`src/rtl/inst_queue_pkg.sv`:
```
// inst_queue_pkg
//   Shared types and constants for the instruction fetch queue.
//   INST_WIDTH / ADDR_WIDTH : widths of one queued instruction and its PC
//   ZERO_INST               : all-zero end-of-program word
//   fq_entry_t              : one queue entry {inst, pc}
package inst_queue_pkg;

  localparam int INST_WIDTH = 32;
  localparam int ADDR_WIDTH = 64;

  localparam logic [INST_WIDTH-1:0] ZERO_INST = '0;

  typedef struct packed {
    logic [INST_WIDTH-1:0] inst;
    logic [ADDR_WIDTH-1:0] pc;
  } fq_entry_t;

  function automatic fq_entry_t mk_entry(input logic [INST_WIDTH-1:0] inst,
                                         input logic [ADDR_WIDTH-1:0] pc);
    fq_entry_t e;
    e.inst = inst;
    e.pc   = pc;
    return e;
  endfunction

endpackage

```
`src/rtl/fq_ram_2w1r.sv`:
```
// fq_ram_2w1r
//   DEPTH x fq_entry_t storage for the fetch queue.
//   Ports:
//     clk            : write clock
//     we0/addr0/d0   : write port 0 (slot at the write pointer)
//     we1/addr1/d1   : write port 1 (slot after the write pointer)
//     raddr/rdata    : asynchronous read of the head slot
//   The two write addresses are always consecutive slots, so they never collide.
module fq_ram_2w1r
  import inst_queue_pkg::*;
#(
  parameter int DEPTH = 8,
  localparam int AW   = $clog2(DEPTH)
) (
  input  logic          clk,
  input  logic          we0,
  input  logic [AW-1:0] addr0,
  input  fq_entry_t     d0,
  input  logic          we1,
  input  logic [AW-1:0] addr1,
  input  fq_entry_t     d1,
  input  logic [AW-1:0] raddr,
  output fq_entry_t     rdata
);

  fq_entry_t r_mem [DEPTH];

  always_ff @(posedge clk) begin
    if (we0) r_mem[addr0] <= d0;
    if (we1) r_mem[addr1] <= d1;
  end

  assign rdata = r_mem[raddr];

endmodule

```
`src/rtl/inst_fetch_queue.sv`:
```
// inst_fetch_queue
//   Buffers fetch-bus beats and hands single instructions to the decoder.
//   Each beat carries two instructions; one or both are queued depending on
//   in_addr[2]. A zero instruction reaching the head raises sticky halt.
//   Instruction and PC widths come from inst_queue_pkg.
//   Ports:
//     clk, reset (async assert, active low)
//     in_valid/in_ready/in_data/in_addr : fetch beat input
//     flush                             : drop queued and in-flight instructions
//     out_valid/out_ready/out_inst/out_pc : decoder output
//     halt, addr_err                    : sticky status
//     count                             : occupied entries
//   Optional macro INST_FETCH_QUEUE_STATS_EN adds stat_dispatched / stat_stall.
module inst_fetch_queue
  import inst_queue_pkg::*;
#(
  parameter int BUS_DATA_WIDTH = 64,
  parameter int DEPTH          = 8
) (
  input  logic                      clk,
  input  logic                      reset,
  input  logic                      in_valid,
  output logic                      in_ready,
  input  logic [BUS_DATA_WIDTH-1:0] in_data,
  input  logic [ADDR_WIDTH-1:0]     in_addr,
  input  logic                      flush,
  output logic                      out_valid,
  input  logic                      out_ready,
  output logic [INST_WIDTH-1:0]     out_inst,
  output logic [ADDR_WIDTH-1:0]     out_pc,
  output logic                      halt,
  output logic                      addr_err,
  output logic [$clog2(DEPTH):0]    count
`ifdef INST_FETCH_QUEUE_STATS_EN
  ,
  output logic [31:0]               stat_dispatched,
  output logic [31:0]               stat_stall
`endif
);

  localparam int AW    = $clog2(DEPTH);
  localparam int PTR_W = AW + 1;
  localparam int CNT_W = AW + 1;
  // in_ready needs room for a full pair, i.e. count <= DEPTH-2
  localparam logic [CNT_W-1:0] PAIR_LIMIT = CNT_W'(DEPTH - 2);

  logic [PTR_W-1:0] r_wr_ptr;
  logic [PTR_W-1:0] r_rd_ptr;
  logic [CNT_W-1:0] r_count;
  logic             r_halt;
  logic             r_addr_err;

  fq_entry_t        w_head;
  fq_entry_t        w_wr0_data;
  fq_entry_t        w_wr1_data;
  logic             w_head_zero;
  logic             w_misaligned;
  logic             w_accept;
  logic             w_push_pair;
  logic             w_push_single;
  logic             w_pop;
  logic [CNT_W-1:0] w_push_n;
  logic [CNT_W-1:0] w_pop_n;
  logic [PTR_W-1:0] w_wr_ptr_plus1;

  // in_ready looks only at registered state so out_ready never feeds it
  assign in_ready      = reset & ~r_halt & (r_count <= PAIR_LIMIT);
  assign w_misaligned  = (in_addr[1:0] != 2'b00);
  assign w_accept      = in_valid & in_ready & ~flush;
  assign w_push_pair   = w_accept & ~w_misaligned & ~in_addr[2];
  assign w_push_single = w_accept & ~w_misaligned &  in_addr[2];

  // Pair: low half at in_addr, high half at in_addr+4.
  // Single (upper-slot beat): only the high half is live, at in_addr.
  assign w_wr_ptr_plus1 = r_wr_ptr + PTR_W'(1);
  assign w_wr0_data = mk_entry(w_push_single ? in_data[2*INST_WIDTH-1:INST_WIDTH]
                                             : in_data[INST_WIDTH-1:0],
                               in_addr);
  assign w_wr1_data = mk_entry(in_data[2*INST_WIDTH-1:INST_WIDTH],
                               in_addr + ADDR_WIDTH'(4));

  fq_ram_2w1r #(
    .DEPTH (DEPTH)
  ) u_ram (
    .clk   (clk),
    .we0   (w_push_pair | w_push_single),
    .addr0 (r_wr_ptr[AW-1:0]),
    .d0    (w_wr0_data),
    .we1   (w_push_pair),
    .addr1 (w_wr_ptr_plus1[AW-1:0]),
    .d1    (w_wr1_data),
    .raddr (r_rd_ptr[AW-1:0]),
    .rdata (w_head)
  );

  assign w_head_zero = (w_head.inst == ZERO_INST);
  assign out_valid   = (r_count != '0) & ~r_halt & ~w_head_zero;
  assign out_inst    = w_head.inst;
  assign out_pc      = w_head.pc;
  assign w_pop       = out_valid & out_ready;

  // {pair, single} is one-hot or zero, so it reads directly as 2 / 1 / 0
  assign w_push_n = {{(CNT_W-2){1'b0}}, w_push_pair, w_push_single};
  assign w_pop_n  = {{(CNT_W-1){1'b0}}, w_pop};

  always_ff @(posedge clk or negedge reset) begin
    if (!reset) begin
      r_wr_ptr   <= '0;
      r_rd_ptr   <= '0;
      r_count    <= '0;
      r_halt     <= 1'b0;
      r_addr_err <= 1'b0;
    end else begin
      if (flush) begin
        // a pop in this cycle was already sampled by the decoder; the
        // reset of the pointers discards everything else
        r_wr_ptr <= '0;
        r_rd_ptr <= '0;
        r_count  <= '0;
      end else begin
        r_wr_ptr <= r_wr_ptr + w_push_n;
        r_rd_ptr <= r_rd_ptr + w_pop_n;
        r_count  <= r_count + w_push_n - w_pop_n;
      end
      if ((r_count != '0) && w_head_zero) r_halt <= 1'b1;
      if (w_accept && w_misaligned)       r_addr_err <= 1'b1;
    end
  end

  assign halt     = r_halt;
  assign addr_err = r_addr_err;
  assign count    = r_count;

`ifdef INST_FETCH_QUEUE_STATS_EN
  logic [31:0] r_stat_dispatched;
  logic [31:0] r_stat_stall;

  always_ff @(posedge clk or negedge reset) begin
    if (!reset) begin
      r_stat_dispatched <= '0;
      r_stat_stall      <= '0;
    end else begin
      if (w_pop && (r_stat_dispatched != '1))
        r_stat_dispatched <= r_stat_dispatched + 32'd1;
      if (in_valid && !in_ready && (r_stat_stall != '1))
        r_stat_stall <= r_stat_stall + 32'd1;
    end
  end

  assign stat_dispatched = r_stat_dispatched;
  assign stat_stall      = r_stat_stall;
`endif

endmodule

```
`config.mk`:
```
export PLATFORM = sky130hd
export DESIGN_NAME = inst_fetch_queue
export DESIGN_NICKNAME = d
export VERILOG_FILES = /design/src/rtl/inst_queue_pkg.sv /design/src/rtl/fq_ram_2w1r.sv /design/src/rtl/inst_fetch_queue.sv
export SDC_FILE = /design/constraint.sdc
export NUM_CORES = 1
export LEC_CHECK = 0
export CORE_MARGIN = 4
export CORE_UTILIZATION = 43
export DETAILED_ROUTE_END_ITERATION = 12
export PLACE_DENSITY = 0.69
export SYNTH_ARGS = -nofsm -noshare
export SYNTH_HDL_FRONTEND = slang
export SYNTH_SLANG_ARGS = --single-unit
```
`constraint.sdc`:
```
create_clock -name clk -period 8.5 [get_ports clk]
set_input_delay 1.7 -clock clk [delete_from_list [all_inputs] [get_ports clk]]
set_output_delay 1.7 -clock clk [all_outputs]
set_load 0.005 [all_outputs]
```
Word level (Yosys, flattened, before mapping)
Memories as Yosys holds them, arrays and structs flattened.
Cells that the tools add are included.
{ "word_totals": {"ff_bits": 14, "mem_bits_rw": 768, "inputBits": 133, "output_inout_bits": 104, "word_cells": 42, "n_memories": 1} }
{ "memory_table": {"columns": ["name", "depth", "word_bits", "read_ports", "rd_clocked_by_memory_dff", "write_ports", "line_no", "rtl"], "rows": [
  ["u_ram.r_mem", 8, 96, 1, 0, 2, "fq_ram_2w1r.sv:26", "fq_entry_t r_mem [DEPTH];"]
]} }
{ "op_classes": {"n_addsub": 6, "magnitude_cmp": 1, "muxes": 8, "n_bitwise": 16, "n_reduce_logical": 5} }
{ "op_table": {"columns": ["operator", "n"], "rows": [
  ["adder 64 x 3 -> 64 bit, second input constant", 1],
  ["logical NOT 32 bit", 1],
  ["two-way mux 32 bit", 1],
  ["two-way mux 4 bit", 3],
  ["AND 1 bit", 10],
  ["adder 4 x 2 -> 4 bit", 2],
  ["NOT 1 bit", 5],
  ["adder 4 x 1 -> 4 bit", 1],
  ["less-or-equal comparator 4 x 3 -> 1 bit, second input constant", 1],
  ["two-way mux 1 bit", 4],
  ["nonzero test 4 bit", 1],
  ["subtractor 4 x 1 -> 4 bit", 1],
  ["adder 3 x 1 -> 3 bit, second input constant", 1],
  ["logical AND 1 bit", 2],
  ["nonzero test 2 bit", 1],
  ["bitwise OR 1 bit", 1]
]} }

Depth between registers and ports, before layout
{ "depth": {"ltp_word": 10, "depth_mapped": 17, "ltp_nobuf": 14} }

Modules after synthesis
Synthesis repeated with hierarchy kept, for this count alone.
{ "unflattened": {"hier_cells": 2299, "area_unflattened_um2": 40528.9} }
{ "by_module_without_submodules": {"columns": ["module", "instances", "cells_per_inst", "area_per_inst_um2", "seq_area_each_um2"], "rows": [
  ["fq_ram_2w1r", 1, 1988, 38036.5, 23062.1],
  ["inst_fetch_queue", 1, 311, 2492.4, 300.3]
]} }

Worst setup path after synthesis
No wires, ideal clock.
{ "synth_path": {"path_kind": "input-to-reg", "from": "input in_addr[1]", "to": "memory u_ram.r_mem[1][0] in the netlist's numbering, enable pin", "setup_time_ns": 0.693, "arrival_time_ns": 9.469, "required_time_ns": 7.807, "path_slack_ns": -1.662, "cell_stages": 4, "n_path_buf": 0, "path_cell_list": "or2_2 a2111oi_4 nand2_1 o31ai_1"} }
{ "synth_rtl": {"columns": ["item", "line_no", "rtl"], "rows": [
  ["start: declaration", "inst_fetch_queue.sv:25", "input logic [ADDR_WIDTH-1:0] in_addr,"],
  ["end: declaration", "fq_ram_2w1r.sv:26", null]
]} }

Worst setup path after layout
{ "layout_path": {"from": "register r_rd_ptr[1]", "to": "output out_valid"} }
{ "layout_between": {"elab_chain_len": 4} }
{ "layout_lines": {"columns": ["item", "line_no", "rtl"], "rows": [
  ["start: declaration", "inst_fetch_queue.sv:48", "logic [PTR_W-1:0] r_rd_ptr;"],
  ["start signal: assignment", "inst_fetch_queue.sv:122", "r_rd_ptr <= r_rd_ptr + w_pop_n;"],
  ["memory (8 x 96 bit)", null, null],
  ["logical NOT 32 bit", "inst_fetch_queue.sv:96", "assign w_head_zero = (w_head.inst == ZERO_INST);"],
  ["NOT 1 bit", "inst_fetch_queue.sv:97", "assign out_valid = (r_count != '0) & ~r_halt & ~w_head_zero;"],
  ["AND 1 bit", "inst_fetch_queue.sv:97", null],
  ["end: declaration", "inst_fetch_queue.sv:27", "output logic out_valid,"]
]} }
Every way passes these cells.

==> impl_metrics.toml <==
[clock_network]
cts_tree = "done"
clk_latency_ns = 0.61
cts_buffers = 81
cts.sinks = 780
clk_pin_slew_ns = 0.06
clock-root-buffer = "clkbuf_16"
ctsHoldBuffers = 0
cts_setup_buffers = 0
clock_path_buffers = 3
cts.repair.resized = 0
h-tree-depth = 3

[yosys]
netlist_instances = 2512
post-synth-top-count-cell = "edfxtp_1"
synth_seq_cells = 780
synth_flop_cell = "edfxtp_1"
ys_types = 58
synth_edf_count = 768
synthTopCellsByArea = "edfxtp_1, mux4_2, mux2_2"
yosysTopAreaCellShare = 0.6032
ys_warn_count = 0
seq_area_frac_synth = 0.6110
synth_common_cells = "edfxtp_1, mux2_2, clkbuf_1"
syn_nets = 2659
synth_top_cell_by_area = "edfxtp_1"
avgSynthCellArea_um2 = 15.22
syn_area_um2 = 38230
ys_async_sr_fraction = 0.01538

[sta]
relSlewSlack = 0.1882
slew_violations = 0
rsz0062_at_grt = "false"
timing.fmax_mhz = 154.0
worstMarginPinSlew_ns = 1.218
setup_violations = 0
fin_setup_tns_ns = 0
fin_crit_sh = 0.7641
layout_min_cycle_time_ns = 6.495
finalHoldViolCount = 0
fin_skew_ns = 0.01779

[final_layout]
fill_cells = 7221
fin_util = 0.4940
drive_above_1_share = 0.2835
fin_cells = 3708
syn_to_final_growth_pct = 14.00
final_nets = 2616

[worst_setup_path]
crit_path_max_incr_delay_ns = 0.98
path_cells = "buf_12, mux2_2, o22ai_1, a221oi_1, nor4_1, nand3_1, nor3_1, nor3_1, clkdlybuf4s50_1"
critPathTopFamily = "simple AND/OR/NAND/NOR gates"
slowest_stage = "dfrtp_4"
worstPathMaxFanout = 99
arrival_ns = 4.79
end_kind = "output port"
cp_common_cell = "nor3_1"
cp.required_ns = 6.80
critPathLaunchType = "flop"
cp_num_buf_inv = 2
crit_type = "flop to output port"

[die]
io_pins = 237
coreArea_um2 = 88240
start_util = 0.4333
die_h_um = 306.2
row_count = 109
die_x_um = 306.2
dieArea_um2 = 93750

[grt]
overflow = 0
grt_max_degree = 100
grt_pass1_vias = 21550
antenna_found_initial = 18
grt_use_total = 0.2002
grt_pass1_wl_um = 141000

[placement]
hpwl_um = 55640
dp_cells = 3551
gp_congestion = 0.8109
numPortBuffers = 236

[power_and_ir_drop]
power_mw = 10.10
p_per_area_nw_per_um2 = 231.7
ir_drop_mv = 0.2717
leakagePower_nw = 14.05

[job]
cap_violations = 0

[outcome]
outcome = "finished clean"

[drt]
dr.first_iter.drc_count = 1870
routed_wl_um = 95490
drcViolationCount = 0
postRouteAntennaNets = 0
via_per_inst = 5.570
dr.pass1.iters = 5
vias = 20660
route.detailed.wl_per_inst_um = 25.75

[min_path]
hold_path_class = "flop to flop"
==> metal layers <==
layer	vias up	GRT usage	routed length, µm
li1	9033	-	-
met1	10680	0.2721	39220
met2	773	0.3329	46760
met3	147	0.04566	7684
met4	20	0.04208	1697
met5	-	0	123
==> final timing paths <==
kind / from / endpoint / slack (ns) / cells after the start
max in group asynchronous: reset / r_rd_ptr[2]$_DFF_PN0_ / 6.50 / 1
min reg2reg: addr_err$_DFFE_PN0P_ / addr_err$_DFFE_PN0P_ / 0.49 / 1
max reg2reg: r_rd_ptr[1]$_DFF_PN0_ / count[2]$_DFF_PN0_ / 3.51 / 14
max: r_rd_ptr[1]$_DFF_PN0_ / out_valid / 2.01 / 9
min in group asynchronous: reset / addr_err$_DFFE_PN0P_ / 1.49 / 1
min: addr_err$_DFFE_PN0P_ / addr_err$_DFFE_PN0P_ / 0.49 / 1
==> flip-flops by register name, indices dropped and copies added (netlist names) <==
register and cells:
r_wr_ptr 3, u_ram.r_mem 768, count 4, addr_err 1, halt 1, r_rd_ptr 3
==> worst register-to-register path, stage by stage (launching register included) <==
cell and delay, ns:
dfrtp_4 0.98, buf_12 0.57, mux2_2 0.52, o22ai_1 0.23
a221oi_1 0.17, nor4_1 0.58, nand3_1 0.21, nor3_1 0.32
nor4b_1 0.14, ha_1 0.30, inv_1 0.04, ha_1 0.20
fa_1 0.40, xnor2_1 0.15, nor2_1 0.06
==> cells by family (layout without fill, tap and decap cells) <==
logic type	Yosys count	after routing	synth area share
xor+xnor	246	246	0.05635
other cells	0	7	0
compound gates	43	43	0.008148
simple gates	481	481	0.06064
mux	536	536	0.2127
flops	780	780	0.6110
buf+inv	412	436	0.04614
fa+ha+maj	14	14	0.004974
==> where the power goes <==
group	internal (mW)	switching, mW	total [mW]
Clock	2.21	1.48	3.69
Sequential	4.25	0.0969	4.35
Combinational	1.17	0.890	2.06
==> through the flow <==
stage / area, µm² / setup slack [ns] / hold slack [ns]
final: 43590 / 2.005 / 0.4930
after global routing: 43570 / 1.635 / 0.5462
after CTS: 43570 / 1.822 / 0.5006
after detailed placement: 40810 / 1.980 / 0.4770
after global placement: 40810 / 2.140 / 0.4648
after floorplan: 38240 / -1.369 / 0.4602
==> placed cells by master (no fill, tap or decap), types with 7 or more instances in the layout <==
cell	n
clkbuf_1	14
nor2b_1	7
nor4_1	8
buf_4	33
clkinv_1	14
nor3_1	7
bufinv_16	13
nor2_1	122
and4_1	7
o22ai_1	20
clkinv_2	13
xnor2_1	142
diode_2	7
nand2_1	220
mux4_2	168
a221oi_1	8
nand3_1	14
mux2_4	60
ha_1	12
edfxtp_1	768
and3_1	15
mux2i_1	16
nand2b_1	29
mux2_1	7
clkdlybuf4s50_1	236
dfrtp_1	9
inv_1	11
nor2_4	8
mux2_2	285
xor2_1	104
clkbuf_16	83
==> layout make-up <==
| type | count | area, µm² | area share |
|---|---|---|---|
| Sequential cell | 780 | 23370 | 0.5362 |
| Multi-Input combinational cell | 1320 | 13240 | 0.3038 |
| Timing Repair Buffer | 273 | 2690 | 0.06172 |
| Clock buffer | 100 | 2171 | 0.04980 |
| Tap cell | 1165 | 1458 | 0.03344 |
| Clock inverter | 50 | 589.3 | 0.01352 |
| Inverter | 13 | 48.80 | 0.001119 |
| Antenna cell | 7 | 17.52 | 0.0004019 |
(Power assumes the default switching activity.)
